--- src/rtl/mem_responder_if.sv ---
// Request/response bundle between the sequence controller (master) and
// the memory responder (slave).
interface mem_responder_if #(
    parameter int AWIDTH = 5,
    parameter int DWIDTH = 8
);
    logic [AWIDTH-1:0] addr;
    logic [DWIDTH-1:0] data_in;
    logic              mem_rd;
    logic              mem_wr;
    logic [DWIDTH-1:0] data_out;
    logic              ready;
    logic              busy;
    logic              err;

    modport master (
        output addr, data_in, mem_rd, mem_wr,
        input  data_out, ready, busy, err
    );

    modport slave (
        input  addr, data_in, mem_rd, mem_wr,
        output data_out, ready, busy, err
    );
endinterface

--- src/rtl/mem_responder.sv ---
// Memory-side responder: detects rising edges of the controller's mem_rd /
// mem_wr strobes, inserts WAIT_CYCLES wait states, then performs the access
// on an internal DEPTH x DWIDTH array and pulses ready for one cycle.
module mem_responder #(
    parameter int AWIDTH      = 5,
    parameter int DWIDTH      = 8,
    parameter int WAIT_CYCLES = 2
) (
    input  logic           clk,
    input  logic           rst,     // asynchronous, active-low
    mem_responder_if.slave bus
);
    localparam int DEPTH = 2 ** AWIDTH;

    typedef enum logic [1:0] {
        S_IDLE = 2'd0,
        S_WAIT = 2'd1,
        S_RESP = 2'd2
    } state_t;

    state_t            r_state;
    logic [3:0]        r_cnt;
    logic              r_rd_q;
    logic              r_wr_q;
    logic [AWIDTH-1:0] r_addr;
    logic [DWIDTH-1:0] r_data;
    logic              r_op_wr;
    logic              r_ready;
    logic              r_busy;
    logic              r_err;
    logic              r_rd_seen;   // a read has completed since reset

    logic [DWIDTH-1:0] r_mem [DEPTH];
    logic [DWIDTH-1:0] r_mem_q;

    logic              w_rd_rise;
    logic              w_wr_rise;
    logic              w_single;
    logic              w_both;
    logic              w_enter_resp;
    logic              w_enter_wr;
    logic [AWIDTH-1:0] w_acc_addr;
    logic [DWIDTH-1:0] w_acc_data;
    logic              w_mem_we;
    logic              w_mem_re;

    assign w_rd_rise = bus.mem_rd & ~r_rd_q;
    assign w_wr_rise = bus.mem_wr & ~r_wr_q;
    assign w_single  = w_rd_rise ^ w_wr_rise;
    assign w_both    = w_rd_rise & w_wr_rise;

    // With zero wait states the access happens on the accept edge itself, so
    // the array sees the live request; otherwise it sees the latched one.
    always_comb begin
        w_enter_resp = 1'b0;
        w_enter_wr   = r_op_wr;
        w_acc_addr   = r_addr;
        w_acc_data   = r_data;
        if (r_state == S_IDLE) begin
            w_enter_resp = (WAIT_CYCLES == 0) && w_single;
            w_enter_wr   = w_wr_rise;
            w_acc_addr   = bus.addr;
            w_acc_data   = bus.data_in;
        end else if (r_state == S_WAIT) begin
            w_enter_resp = (r_cnt == 4'd1);
        end
    end

    // Reset held low must never let an access reach the array.
    assign w_mem_we = rst & w_enter_resp & w_enter_wr;
    assign w_mem_re = rst & w_enter_resp & ~w_enter_wr;

    // Array access on the RESP-entry edge: write, or registered read.
    always_ff @(posedge clk) begin
        if (w_mem_we) begin
            r_mem[w_acc_addr] <= w_acc_data;
        end
        if (w_mem_re) begin
            r_mem_q <= r_mem[w_acc_addr];
        end
    end

    // Control FSM: strobe history, request accept, wait count, response pulse.
    always_ff @(posedge clk or negedge rst) begin
        if (!rst) begin
            r_state   <= S_IDLE;
            r_cnt     <= 4'd0;
            r_rd_q    <= 1'b0;
            r_wr_q    <= 1'b0;
            r_addr    <= '0;
            r_data    <= '0;
            r_op_wr   <= 1'b0;
            r_ready   <= 1'b0;
            r_busy    <= 1'b0;
            r_err     <= 1'b0;
            r_rd_seen <= 1'b0;
        end else begin
            r_rd_q  <= bus.mem_rd;
            r_wr_q  <= bus.mem_wr;
            r_ready <= 1'b0;
            r_err   <= 1'b0;
            case (r_state)
                S_IDLE: begin
                    if (w_single) begin
                        r_addr  <= bus.addr;
                        r_data  <= bus.data_in;
                        r_op_wr <= w_wr_rise;
                        r_busy  <= 1'b1;
                        if (WAIT_CYCLES == 0) begin
                            r_state <= S_RESP;
                            r_ready <= 1'b1;
                            if (w_rd_rise) begin
                                r_rd_seen <= 1'b1;
                            end
                        end else begin
                            r_state <= S_WAIT;
                            r_cnt   <= 4'(WAIT_CYCLES);
                        end
                    end else if (w_both) begin
                        r_err <= 1'b1;
                    end
                end
                S_WAIT: begin
                    r_cnt <= r_cnt - 4'd1;
                    if (r_cnt == 4'd1) begin
                        r_state <= S_RESP;
                        r_ready <= 1'b1;
                        if (!r_op_wr) begin
                            r_rd_seen <= 1'b1;
                        end
                    end
                end
                S_RESP: begin
                    r_state <= S_IDLE;
                    r_busy  <= 1'b0;
                end
                default: begin
                    r_state <= S_IDLE;
                    r_busy  <= 1'b0;
                end
            endcase
        end
    end

    // Read data is zero until the first read after reset, then holds.
    assign bus.data_out = r_rd_seen ? r_mem_q : '0;
    assign bus.ready    = r_ready;
    assign bus.busy     = r_busy;
    assign bus.err      = r_err;
endmodule

--- src/flat_wrapper.sv ---
// flat-port wrapper written by rule: the top's interface ports become plain ports
module mem_responder_flat 
#(
    parameter int AWIDTH      = 5,
    parameter int DWIDTH      = 8,
    parameter int WAIT_CYCLES = 2
)
  (clk, rst, bus_addr, bus_data_in, bus_mem_rd, bus_mem_wr, bus_data_out, bus_ready, bus_busy, bus_err);
  mem_responder_if #(.AWIDTH(AWIDTH), .DWIDTH(DWIDTH)) bus_i ();
  input  logic clk;
  input  logic rst;
  input wire logic [$bits(bus_i.addr)-1:0] bus_addr;
  input wire logic [$bits(bus_i.data_in)-1:0] bus_data_in;
  input wire logic [$bits(bus_i.mem_rd)-1:0] bus_mem_rd;
  input wire logic [$bits(bus_i.mem_wr)-1:0] bus_mem_wr;
  output wire logic [$bits(bus_i.data_out)-1:0] bus_data_out;
  output wire logic [$bits(bus_i.ready)-1:0] bus_ready;
  output wire logic [$bits(bus_i.busy)-1:0] bus_busy;
  output wire logic [$bits(bus_i.err)-1:0] bus_err;
  assign bus_i.addr = bus_addr;
  assign bus_i.data_in = bus_data_in;
  assign bus_i.mem_rd = bus_mem_rd;
  assign bus_i.mem_wr = bus_mem_wr;
  assign bus_data_out = bus_i.data_out;
  assign bus_ready = bus_i.ready;
  assign bus_busy = bus_i.busy;
  assign bus_err = bus_i.err;
  mem_responder #(.AWIDTH(AWIDTH), .DWIDTH(DWIDTH), .WAIT_CYCLES(WAIT_CYCLES)) u_core (.clk(clk), .rst(rst), .bus(bus_i));
endmodule
--- config.mk ---
export PLATFORM = sky130hd
export DESIGN_NAME = mem_responder_flat
export DESIGN_NICKNAME = d
export VERILOG_FILES = /design/src/rtl/mem_responder_if.sv /design/src/rtl/mem_responder.sv /design/src/flat_wrapper.sv
export SDC_FILE = /design/constraint.sdc
export NUM_CORES = 1
export LEC_CHECK = 0
export ABC_AREA = 1
export BUFFER_PORTS_ARGS = -buffer_cell sky130_fd_sc_hd__buf_4
export CAP_MARGIN = 10
export CORE_MARGIN = 2
export CORE_UTILIZATION = 55
export CTS_BUF_LIST = sky130_fd_sc_hd__clkbuf_4
export DETAILED_ROUTE_END_ITERATION = 6
export PLACE_DENSITY = 0.82
export SYNTH_ARGS = -nofsm -noshare
export SYNTH_HDL_FRONTEND = slang
export SYNTH_SLANG_ARGS = --single-unit
--- constraint.sdc ---
create_clock -name clk -period 2.88 [get_ports clk]
set_input_delay 0.432 -clock clk [delete_from_list [all_inputs] [get_ports clk]]
set_output_delay 0.432 -clock clk [all_outputs]
set_load 0.05 [all_outputs]
======== Word-level counts from Yosys, hierarchy flattened ========
Memories as Yosys holds them, arrays and structs flattened. A register that Yosys moved wholly into a read port is not among the register bits.
Index checks and enable logic that the tools add are counted.
storage, ports and cells
  bits of input ports ..................... 17
  memories ................................ 1
  bits in writable memories ............... 256
  register bits ........................... 26
memories
  memory        words  width  read ports  clocked after Yosys merged registers in  write ports  line                 source
  u_core.r_mem  32     8      1           1                                        1            mem_responder.sv:33  logic [DWIDTH-1:0] r_mem [DEPTH];
cells by class
  bitwise logic cells ..................... 12
  multiplexer cells ....................... 20
  equality and inequality tests ........... 4
  reduce and logical (&&, ||, !) cells .... 7
  add/subtract/negate cells ............... 1
operator list
  kind                                                                      count
  8-bit two-way mux                                                         2
  1-bit two-way mux                                                         11
  4-bit one-hot mux with 2 select lines                                     1
  2-bit AND reduction                                                       4
  1-bit bitwise AND                                                         6
  5-bit two-way mux                                                         1
  1-bit inverter                                                            5
  4-bit by 1-bit equality test with 1-bit output (second input constant)    1
  2-bit two-way mux                                                         2
  4-bit two-way mux                                                         1
  2-bit one-hot mux with 2 select lines                                     1
  4-bit by 1-bit subtractor with 4-bit output (second input constant)       1
  3-bit AND reduction                                                       1
  2-bit by 1-bit equality test with 1-bit output (second input constant)    1
  2-bit zero test                                                           1
  2-bit by 1-bit inequality test with 1-bit output (second input constant)  1
  2-bit inequality test (second input constant)                             1
  1-bit one-hot mux with 2 select lines                                     1
  2-bit nonzero test                                                        1
  1-bit bitwise XOR                                                         1

======== Longest topological paths before layout ========
  depth after elaboration ................. 7
  depth in mapped cells ................... 13
  gate-level depth less buffers ........... 12

======== Least setup slack after synthesis ========
Ideal clock, no wire load.
  path type ............................... reg2reg
  from .................................... register u_core.r_state[1]
  to ...................................... memory u_core.r_mem[0][0], data pin
  arrival ................................. 2.078 ns
  clock period less this slack ............ 2.532 ns
  cell stages (with the launch flop) ...... 5
  data required time ...................... 2.426 ns
  path buffers ............................ 1
  slack ................................... 0.348 ns
  cells stage by stage .................... dfrtp_1 inv_2 nand2_4 clkbuf_1 o21ai_0
on the way
  longest elaborated chain between the ends .. 2
ends and longest elaborated chain
  element                   line                  source
  start: declaration        mem_responder.sv:21   state_t r_state;
  start signal: assignment  mem_responder.sv:86   r_state <= S_IDLE;
  start signal: assignment  mem_responder.sv:110  r_state <= S_RESP;
  start signal: assignment  mem_responder.sv:116  r_state <= S_WAIT;
  2-bit zero test           mem_responder.sv:59   if (r_state == S_IDLE) begin
  8-bit two-way mux         mem_responder.sv:59
  via u_core.w_acc_data[0]  mem_responder.sv:43   logic [DWIDTH-1:0] w_acc_data;
  end: declaration          mem_responder.sv:33
The timed path passes the listed nets, and every way through them passes these cells.

======== Worst setup path after layout ========
  from .................................... register u_core.r_state[1]
  to ...................................... memory u_core.r_mem[29][2], enable pin
on the way
  longest elaborated chain between the ends .. 7
  elaborated cells between the ends (all ways) .. 10
  classes of those cells .................. eq/ne (1); mux (6); bitwise (2); reduce/logical (1)
ends and longest elaborated chain
  element                                         line                 source
  2-bit by 1-bit equality test with 1-bit output  mem_responder.sv:64  end else if (r_state == S_WAIT) begin
  1-bit two-way mux                               mem_responder.sv:64
  1-bit two-way mux                               mem_responder.sv:59
  1-bit bitwise AND (2 in a row)                  mem_responder.sv:70  assign w_mem_we = rst & w_enter_resp & w_enter_wr;
  1-bit two-way mux                               mem_responder.sv:75  if (w_mem_we) begin
  1-bit two-way mux (not written as such)         mem_responder.sv:76  r_mem[w_acc_addr] <= w_acc_data;
Parallel ways exist; a longest one is shown, timed or not.

==> metrics.txt <==
# TYPE chip_impl_metric gauge
chip_impl_metric{name="vias",unit=""} 9416
chip_impl_metric{name="place_hpwl",unit="um"} 17300
chip_impl_metric{name="synth.distinct_cells",unit=""} 28
chip_impl_info{name="clk_root_buffer_cell",value="clkbuf_4"} 1
chip_impl_metric{name="p_per_area",unit="mW/mm2"} 1110
chip_impl_metric{name="synth-edff-count",unit=""} 264
chip_impl_metric{name="global_route.usage.total",unit="%"} 25.0
chip_impl_metric{name="timing.final.hold_violations",unit=""} 0
chip_impl_metric{name="cts_buffers",unit=""} 73
chip_impl_metric{name="first_global_vias",unit=""} 9051
chip_impl_metric{name="syn_area_per_cell",unit="um2"} 10.2
chip_impl_metric{name="synthCells",unit=""} 1234
chip_impl_metric{name="totalNegativeSetupSlack",unit="ns"} 0
chip_impl_info{name="hp-class",value="input port to flop"} 1
chip_impl_metric{name="multi_input_combinational_cell_area",unit="mm2"} 0.00363
chip_impl_metric{name="critical_path.max_fanout",unit=""} 34
chip_impl_metric{name="drt-total-wl",unit="um"} 30100
chip_impl_metric{name="slew_violations",unit=""} 0
chip_impl_metric{name="vdd_drop_max",unit="V"} 0.000602
chip_impl_metric{name="viasPerCell",unit=""} 5.59
chip_impl_info{name="critPathSlowestCell",value="dfrtp_1"} 1
chip_impl_metric{name="drtIter0Drc",unit=""} 1020
chip_impl_info{name="synth-main-ff-cell",value="edfxtp_1"} 1
chip_impl_metric{name="worst_clock_skew",unit="ns"} 0.0456
chip_impl_metric{name="cts.reportedPaths.clkPinSlew",unit="ns"} 0.06
chip_impl_info{name="critical_path.cell_chain",value="nor2_4 > buf_12 > nand2_1 > o21ai_4 > inv_2 > buf_4 > nand3_2 > nor2_1 > buf_4"} 1
chip_impl_metric{name="core_area",unit="mm2"} 0.0226
chip_impl_metric{name="drt-wirelength-per-cell",unit="um"} 17.9
chip_impl_metric{name="synth_adder_area_share",unit="%"} 0.298
chip_impl_metric{name="gr-total-overflow",unit=""} 0
chip_impl_metric{name="die_height",unit="um"} 155
chip_impl_metric{name="num_rows",unit=""} 55
chip_impl_metric{name="netlist.area_leader.share",unit="%"} 62.9
chip_impl_metric{name="grt_max_degree",unit=""} 89
chip_impl_metric{name="grt_antenna_before_repair",unit=""} 1
chip_impl_metric{name="worst-endpoint-arrival",unit="ns"} 2.86
chip_impl_metric{name="antenna_left",unit=""} 0
chip_impl_metric{name="synthesized_area_fraction_occupied_by_and_or_nand_nor_cells",unit="%"} 26.5
chip_impl_info{name="cts_tree",value="yes"} 1
chip_impl_metric{name="gpl.final_weighted_congestion",unit=""} 0.913
chip_impl_metric{name="drc",unit=""} 0
chip_impl_metric{name="cp_num_cells",unit=""} 9
chip_impl_metric{name="grt_pass1_wl",unit="um"} 46300
chip_impl_info{name="worstReg2RegStart",value="u_core.r_state[1]$_DFFE_PN0P_"} 1
chip_impl_info{name="synth_top_family_by_area",value="simple AND/OR/NAND/NOR gates"} 1
chip_impl_metric{name="fraction_of_layout_instances_using_a_drive_strength_above_1",unit="%"} 17.6
chip_impl_metric{name="floorplan.die.width",unit="um"} 155
chip_impl_metric{name="insertion_delay",unit="ns"} 0.68
chip_impl_info{name="regToRegEndpoint",value="u_core.r_mem[29][2]$_DFFE_PP_"} 1
chip_impl_metric{name="mappedNetlistArea",unit="mm2"} 0.0126
chip_impl_info{name="hold_start",value="bus_data_in[3]"} 1
chip_impl_metric{name="place_worst_setup_slack",unit="ns"} 0.231
chip_impl_metric{name="worst_slack",unit="ns"} 0.371
chip_impl_metric{name="worstPathBufferInverterCount",unit=""} 4
chip_impl_metric{name="maxCapViolCount",unit=""} 0
chip_impl_metric{name="dieArea",unit="mm2"} 0.0241
chip_impl_metric{name="synth.yosys.warnings",unit=""} 0
chip_impl_metric{name="final-seq-area",unit="mm2"} 0.00858
chip_impl_info{name="setup_repair_after_global_routing_missed_its_margin",value="false"} 1
chip_impl_info{name="hold-path-endpoint",value="u_core.r_data[3]$_DFFE_PN0P_"} 1
chip_impl_info{name="endpoint_kind",value="flop"} 1
chip_impl_info{name="status",value="finished, final reports clean"} 1
chip_impl_info{name="mostFrequentLayoutCells",value="nand2_1 (600), edfxtp_1 (264), nand3_1 (129), clkbuf_4 (97), buf_4 (86)"} 1
chip_impl_metric{name="num-nets-final",unit=""} 1367
chip_impl_metric{name="timing.fmax",unit="GHz"} 0.399
chip_impl_metric{name="synth_compound_gate_area_share",unit="%"} 1.64
chip_impl_metric{name="timing.hold.worst_path_depth",unit=""} 3
chip_impl_info{name="synth_area_leaders",value="edfxtp_1 (63%), nand2_1 (18%), dfrtp_1 (5.2%), nand3_1 (5.1%), nor2_1 (1.7%)"} 1
chip_impl_metric{name="cts.path.max_buffers",unit=""} 3
chip_impl_metric{name="ys_seq_elements",unit=""} 290
chip_impl_metric{name="asyncSetResetFlopFracSynth",unit="%"} 8.97
chip_impl_info{name="critPathTopFamily",value="simple AND/OR/NAND/NOR gates"} 1
chip_impl_metric{name="initial_core_util",unit="%"} 55.8
chip_impl_metric{name="critical_path_required",unit="ns"} 3.23
chip_impl_metric{name="timing.max_slew.rel_slack",unit="%"} 40.3
chip_impl_info{name="critPathLaunchType",value="flop"} 1
chip_impl_metric{name="number_of_optimization_iterations_in_the_first_detailed_route_pass",unit=""} 7
chip_impl_info{name="final_common_cell",value="nand2_1"} 1
chip_impl_metric{name="area_share_of_xor_xnor_cells_in_the_synthesized_design",unit="%"} 0
chip_impl_info{name="worstSetupPathType",value="flop to flop"} 1
chip_impl_metric{name="worst-slew-pin-transition",unit="ns"} 0.896
chip_impl_metric{name="cpPeakStageDelay",unit="ns"} 0.41
chip_impl_metric{name="fin_worst_hold_slack",unit="ns"} 0.0759
chip_impl_metric{name="worst-r2r-setup-slack",unit="ns"} 0.37
chip_impl_metric{name="cts.sink_count",unit=""} 290
chip_impl_metric{name="final-setup-viol-count",unit=""} 0
chip_impl_info{name="synthDominantAreaCellType",value="edfxtp_1"} 1
chip_impl_metric{name="fin_crit",unit="ns"} 2.51
chip_impl_metric{name="postSynthNetCount",unit=""} 1254
chip_impl_metric{name="timing.final.crit_share",unit="%"} 87.1
chip_impl_metric{name="num-fill-cells",unit=""} 1595
chip_impl_metric{name="r2r.worst_path.cells",unit=""} 9
chip_impl_metric{name="ioPinCount",unit=""} 28
chip_impl_metric{name="synth_mux_area_share",unit="%"} 0.0795
chip_impl_info{name="critical_path.most_common_cell",value="buf_4"} 1
chip_impl_metric{name="cts_htree_levels",unit=""} 3
chip_impl_metric{name="power",unit="uW"} 16200
chip_impl_metric{name="syn2layout_area_growth",unit="%"} 15.2
chip_impl_metric{name="power.static_leakage",unit="uW"} 0.00627
chip_impl_metric{name="placement.io_buffers",unit=""} 27
chip_impl_metric{name="synth-seq-area-share",unit="%"} 68.1
==> cell type report <==
type                    instances  area share (%)
flip-flops and latches        290            59.1
multi-input cells             843            25.0
repair buffers                 96            5.41
clock buffers                  97            5.02
well taps                     285            2.46
clock inverters                28            1.88
inverters                      43            1.11
diodes                          1          0.0172
==> worst reg2reg max path, stage by stage, from the launching register on <==
cell and delay [ns]:
dfrtp_1 0.41, nor2_4 0.09, buf_12 0.14, nand2_1 0.09, o21ai_4 0.18, inv_2 0.11, buf_4 0.35, nand3_2 0.37
nor2_1 0.26, buf_4 0.20
==> registers in the layout, indices dropped and copies added (netlist names) <==
register	flops
u_core.r_mem	256
u_core.r_data	8
u_core.r_mem_q	8
u_core.r_addr	5
u_core.r_cnt	4
u_core.r_state	2
u_core.bus.busy	1
u_core.bus.err	1
u_core.bus.ready	1
u_core.r_op_wr	1
u_core.r_rd_q	1
u_core.r_rd_seen	1
u_core.r_wr_q	1
==> power breakdown <==
part	leakage, uW	internal, uW	total (uW)	switching (uW)
logic	0.00297	1780	6770	4980
registers	0.00271	5520	5640	118
clock network	0.000587	2120	3750	1630
total	0.00627	9420	16200	6730
==> timing repair <==
| item | CTS | global route |
|---|---|---|
| hold buffers | 6 | 0 |
| gates resized for setup | 0 | 0 |
| buffers inserted | 0 | 6 |
| setup endpoints to repair | 0 | 6 |
| hold endpoints to repair | 31 | 0 |
==> cells in the mapped netlist, drive strengths merged, types with 3 or more instances <==
cell    number
buf         34
clkbuf      24
dfrtp       26
edfxtp     264
ha           3
inv         43
nand2      604
nand3      133
nor2        59
nor3         8
o21ai       31
==> how the worst max path moves through the flow <==
stage / start / to / slack, ns
after global routing: u_core.r_state[1]$_DFFE_PN0P_ / u_core.r_mem[28][2]$_DFFE_PP_ / 0.25
after detailed placement: u_core.r_state[0]$_DFFE_PN0P_ / u_core.r_mem[28][2]$_DFFE_PP_ / 0.23
after floorplan: u_core.r_state[1]$_DFFE_PN0P_ / u_core.r_mem[0][0]$_DFFE_PP_ / 0.35
after CTS: u_core.r_state[0]$_DFFE_PN0P_ / u_core.r_mem[28][2]$_DFFE_PP_ / 0.19
after global placement: u_core.r_state[0]$_DFFE_PN0P_ / u_core.r_mem[28][6]$_DFFE_PP_ / 0.30
final: u_core.r_state[1]$_DFFE_PN0P_ / u_core.r_mem[29][2]$_DFFE_PP_ / 0.37
==> cell families (layout without fill, tap and decap cells) <==
family | after synthesis | after routing
muxes | 1 | 1
DFF | 290 | 290
AOI/OAI and AO/OA | 34 | 34
and+or+nand+nor | 805 | 805
adders and majority gates | 3 | 3
buffers and inverters | 101 | 264
other | 0 | 1
==> metrics by stage <==
| step | util, % | instance area, um2 | instances |
|---|---|---|---|
| 5_1_grt | 64.3 | 14500 | 1683 |
| 2_1_floorplan | - | 12600 | 1234 |
| 4_1_cts | 64.0 | 14500 | 1676 |
| 6_report | 64.3 | 14500 | 1683 |
| 3_3_place_gp | 59.3 | 13400 | 1545 |
| 3_5_place_dp | 59.3 | 13400 | 1545 |
==> metal layers <==
metal  GRT usage [%]  up-vias  part of all wire, %
li1                -     4359                    -
met1            31.9     4438                   39
met2            40.9      534                   49
met3            5.71       85                  9.7
met4            11.5        0                  2.8
met5               0        -                    0
Note: power is estimated with default switching activity, not from simulation.
